## src/rtl/xs3_to_bcd_seq.sv

```systemverilog
// Sequential excess-3 to BCD decoder: accepts a packed excess-3 word, decodes
// one digit per clock (LSD first) and presents the BCD word with per-digit error flags.
module xs3_to_bcd_seq #(
  parameter int DIGITS = 4
) (
  input  logic                  clk,
  input  logic                  rst_n,
  input  logic                  in_valid,
  output logic                  in_ready,
  input  logic [4*DIGITS-1:0]   xs3_in,
  output logic                  out_valid,
  input  logic                  out_ready,
  output logic [4*DIGITS-1:0]   bcd_out,
  output logic [DIGITS-1:0]     err_mask,
  output logic                  err
);

  localparam int IDX_W = (DIGITS > 1) ? $clog2(DIGITS) : 1;
  localparam logic [IDX_W-1:0] LAST_IDX = IDX_W'(DIGITS - 1);

  typedef enum logic [1:0] {IDLE, CONV, DONE} state_t;

  state_t              state_reg, state_next;
  logic [IDX_W-1:0]    idx_reg, idx_next;
  logic [4*DIGITS-1:0] xs3_reg, xs3_next;
  logic [4*DIGITS-1:0] bcd_reg, bcd_next;
  logic [DIGITS-1:0]   mask_reg, mask_next;
  logic                in_ready_reg, in_ready_next;
  logic                out_valid_reg, out_valid_next;
  logic                err_reg, err_next;

  logic [3:0]          dec_digit [DIGITS];
  logic [DIGITS-1:0]   dec_bad;

  // Every captured digit is decoded in parallel; the FSM only picks digit idx.
  generate
    for (genvar gi = 0; gi < DIGITS; gi++) begin : g_dec
      logic [3:0] code;
      assign code          = xs3_reg[4*gi +: 4];
      assign dec_bad[gi]   = (code < 4'd3) || (code > 4'd12);
      assign dec_digit[gi] = dec_bad[gi] ? 4'd0 : (code - 4'd3);
    end
  endgenerate

  always_comb begin
    state_next = state_reg;
    idx_next   = idx_reg;
    xs3_next   = xs3_reg;
    bcd_next   = bcd_reg;
    mask_next  = mask_reg;
    case (state_reg)
      IDLE: begin
        if (in_valid && in_ready_reg) begin
          xs3_next   = xs3_in;
          bcd_next   = '0;
          mask_next  = '0;
          idx_next   = '0;
          state_next = CONV;
        end
      end
      CONV: begin
        for (int i = 0; i < DIGITS; i++) begin
          if (idx_reg == IDX_W'(i)) begin
            bcd_next[4*i +: 4] = dec_digit[i];
            mask_next[i]       = dec_bad[i];
          end
        end
        if (idx_reg == LAST_IDX) begin
          idx_next   = '0;
          state_next = DONE;
        end else begin
          idx_next = idx_reg + 1'b1;
        end
      end
      DONE: begin
        if (out_valid_reg && out_ready) state_next = IDLE;
      end
      default: state_next = IDLE;
    endcase
    // Handshake flags are derived from the next state so they stay registered.
    in_ready_next  = (state_next == IDLE);
    out_valid_next = (state_next == DONE);
    err_next       = |mask_next;
  end

  always_ff @(posedge clk or negedge rst_n) begin
    if (!rst_n) begin
      state_reg     <= IDLE;
      idx_reg       <= '0;
      xs3_reg       <= '0;
      bcd_reg       <= '0;
      mask_reg      <= '0;
      in_ready_reg  <= 1'b0;
      out_valid_reg <= 1'b0;
      err_reg       <= 1'b0;
    end else begin
      state_reg     <= state_next;
      idx_reg       <= idx_next;
      xs3_reg       <= xs3_next;
      bcd_reg       <= bcd_next;
      mask_reg      <= mask_next;
      in_ready_reg  <= in_ready_next;
      out_valid_reg <= out_valid_next;
      err_reg       <= err_next;
    end
  end

  assign in_ready  = in_ready_reg;
  assign out_valid = out_valid_reg;
  assign bcd_out   = bcd_reg;
  assign err_mask  = mask_reg;
  assign err       = err_reg;

endmodule

```

## config.mk

```make
export PLATFORM = sky130hd
export DESIGN_NAME = xs3_to_bcd_seq
export DESIGN_NICKNAME = d
export VERILOG_FILES = /design/src/rtl/xs3_to_bcd_seq.sv
export SDC_FILE = /design/constraint.sdc
export NUM_CORES = 1
export LEC_CHECK = 0
export ABC_CLOCK_PERIOD_IN_PS = 1920
export CAP_MARGIN = 30
export CORE_ASPECT_RATIO = 1.25
export CORE_UTILIZATION = 43
export CTS_BUF_LIST = sky130_fd_sc_hd__clkbuf_8 sky130_fd_sc_hd__clkbuf_16
export CTS_CLUSTER_DIAMETER = 60
export CTS_CLUSTER_SIZE = 8
export DETAILED_ROUTE_END_ITERATION = 8
export DONT_BUFFER_PORTS = 1
export PLACE_DENSITY_LB_ADDON = 0.3
export SYNTH_ARGS = -nofsm -noshare
export SYNTH_HDL_FRONTEND = slang
export SYNTH_SLANG_ARGS = --single-unit
```

## constraint.sdc

```tcl
create_clock -name clk -period 1.92 [get_ports clk]
set_input_delay 0.192 -clock clk [delete_from_list [all_inputs] [get_ports clk]]
set_output_delay 0.192 -clock clk [all_outputs]
set_load 0.1 [all_outputs]
```

==> results.yml <==
worst_setup_path:
  ff2ff_path_depth: 6
  r2r-start: "idx_reg[0]"
  worst_setup_path_end_kind: "flop"
  crit_type: "reg2reg"
  cpMaxStageDelayCell: "or4_1"
  rrSetupSlack_ps: 110
  reg2reg_to: "err"
  arrival_ps: 1970
  path_cells: "inv_1, ha_2, nor2b_1, o31a_1, a31o_2, or4_1"
  cp_max_fo: 4
  critical_path_required_ps: 2080
  cpPeakStageDelay_ps: 490
  start_kind: "flop"
grt:
  grt_pass1_wl_um: 6710
  grt_max_degree: 44
  grtUsageTotal: 0.179
  grt_antenna_before_repair: 0
  grt_remaining_overflow: 0
  grt_pass1_vias: 1464
placed_design:
  port_buffers: 0
  hpwl_um: 2870
  gp_congestion: 0.799
logic_synthesis:
  yosysUniqueCellTypes: 25
  yosys_warnings: 0
  synthCells: 167
  syn_avg_cell_area_sq_um: 11.7
  synth_top_area_frac: 0.550
  synth_area_leaders: "dfrtp_1, a22o_1, ha_1"
  syn_area_sq_um: 1960
  yosys_most_used_dff: "dfrtp_1"
  muxShareOfSynthArea: 0.0518
  synth_top_family_by_area: "compound AO/OA/AOI/OAI gates"
  yosys.area_share.simple: 0.0902
  syn-num-nets: 199
  synth_compound_area_frac: 0.161
  synthAdderAreaFrac: 0.0768
  synth_common_cells: "dfrtp_1, nand2_1, a22o_1"
  yosysMostFrequentCell: "dfrtp_1"
  synthXorXnorAreaFrac: 0.0358
  synthArstFlopShare: 1.00
  synth_edf_count: 0
  ys_ff_latch: 43
  yosysSeqAreaShare: 0.550
  synth_top_area_cell: "dfrtp_1"
worst_hold_path:
  holdPathEnd: "xs3_reg[13]"
  holdCritPathClass: "in2reg"
  worstHoldPathCells: 2
  hold_start: "xs3_in[13]"
floorplan:
  rows: 27
  die_w_um: 62.3
  die_area_sq_um: 4820
  die_y_um: 77.4
  start_util: 0.445
  core_sq_um: 4390
  ios: 43
sta:
  tns_ps: 0
  period_share: 0.941
  maxSlewHeadroom: 0.715
  setup_violations: 0
  finalMaxSlewViolations: 0
  finalHoldViolations: 0
  period_minus_slack_ps: 1810
  rsz0062_at_grt: "no"
  tightest_slew_ps: 428
  fin_skew_ps: 4.14
  fmax_ghz: 0.554
clock_network:
  root_buffer: "clkbuf_8"
  clk_pin_slew_worst_paths_ps: 70
  clk-insertion-delay-late_ps: 290
  postCtsSetupRepairBufs: 0
  cts_buffer_depth: 2
  cts_tree: "yes"
  htreeDepth: 2
  cts.sinks: 43
  numCtsBuffers: 5
outcome:
  status: "completed"
routing:
  drt.antenna.violating_nets: 0
  first_pass_iters: 4
  initialDrtViolationCount: 58
  avgRoutedWirePerCell_um: 14.8
  vias_per_cell: 5.37
  vias: 1385
  drc: 0
  wirelength_um: 3810
finish:
  finalNetCount: 232
  antenna_cells: 0
  area_growth_syn_to_layout_pct: 18.7
  drive_above_1_share: 0.245
  fillers: 411
run:
  drv_cap: 0
worst max-delay path, delay by kind of cell, from the launching register on:
kind                       cells  cell delay, ps
DFF                            1             380
AOI/OAI and AO/OA              2             450
and+or+nand+nor                2             540
buffers and inverters          1              90
adders and majority gates      1             210
metal layers:
layer,vias to the layer above,part of all wire,track usage,wire length (um)
met1,689,0.40,0.206,1540
met4,0,0.018,0.0698,68
met5,-,0,0,0
li1,652,-,-,-
met2,36,0.52,0.311,1970
met3,8,0.059,0.0515,226
worst max-delay path by stage:
stage / from / end / slack, ps / depth (start not counted)
3_3_place_gp: state_reg[1] / err / 160 / 4
3_5_place_dp: state_reg[1] / err / 100 / 4
6_report: idx_reg[0] / err / 110 / 6
2_1_floorplan: in_ready / err / 40 / 5
4_1_cts: state_reg[1] / err / 90 / 4
5_1_grt: state_reg[1] / err / 20 / 4
kinds of logic (layout without fill, tap and decap cells):
family	Yosys count	in the layout
AO/OA/AOI/OAI	44	44
XOR/XNOR	8	8
adder cells (fa/ha/maj)	12	12
buffers and inverters	14	47
flip-flops	43	43
multiplexers	9	9
AND/OR/NAND/NOR	37	37
per-stage QoR:
stage | worst slack, ps | hold slack, ps | util | instances | area, sq um
5_1_grt | 20.2 | 38.2 | 0.529 | 258 | 2320
4_1_cts | 89.4 | 21.8 | 0.528 | 258 | 2320
3_3_place_gp | 157 | -102 | 0.504 | 249 | 2210
3_5_place_dp | 102 | -103 | 0.504 | 249 | 2210
2_1_floorplan | 41.4 | -104 | - | 167 | 1960
6_report | 113 | 22.1 | 0.529 | 258 | 2320
placed cells by master, fill, tap and decap left out, drive strengths merged, types with 3 or more instances in the layout:
cell and count:
dfrtp 43, inv 12, buf 29, or3 4
a21oi 9, a22o 18, o21ai 12, a32o 3
xnor2 4, nand2 20, xor2 4, clkbuf 5
mux2 9, nor2 6, ha 12
layout make-up:
| class | count | area [sq um] | share of cell area |
|---|---|---|---|
| Tap cell | 58 | 72.6 | 0.0312 |
| Timing Repair Buffer | 30 | 240 | 0.103 |
| Multi-Input combinational cell | 110 | 816 | 0.351 |
| Clock inverter | 2 | 7.51 | 0.00323 |
| Sequential cell | 43 | 1080 | 0.465 |
| Inverter | 10 | 37.5 | 0.0162 |
| Clock buffer | 5 | 68.8 | 0.0296 |
what timing repair did:
action | 4_1_cts | 5_1_grt
hold endpoints to repair | 43 | 0
hold buffers | 2 | 0
resized for setup | 0 | 2
setup endpoints to repair | 0 | 1
Power is not shown: default switching activity piles up to over one toggle a cycle in this logic, so the estimate is an artifact.
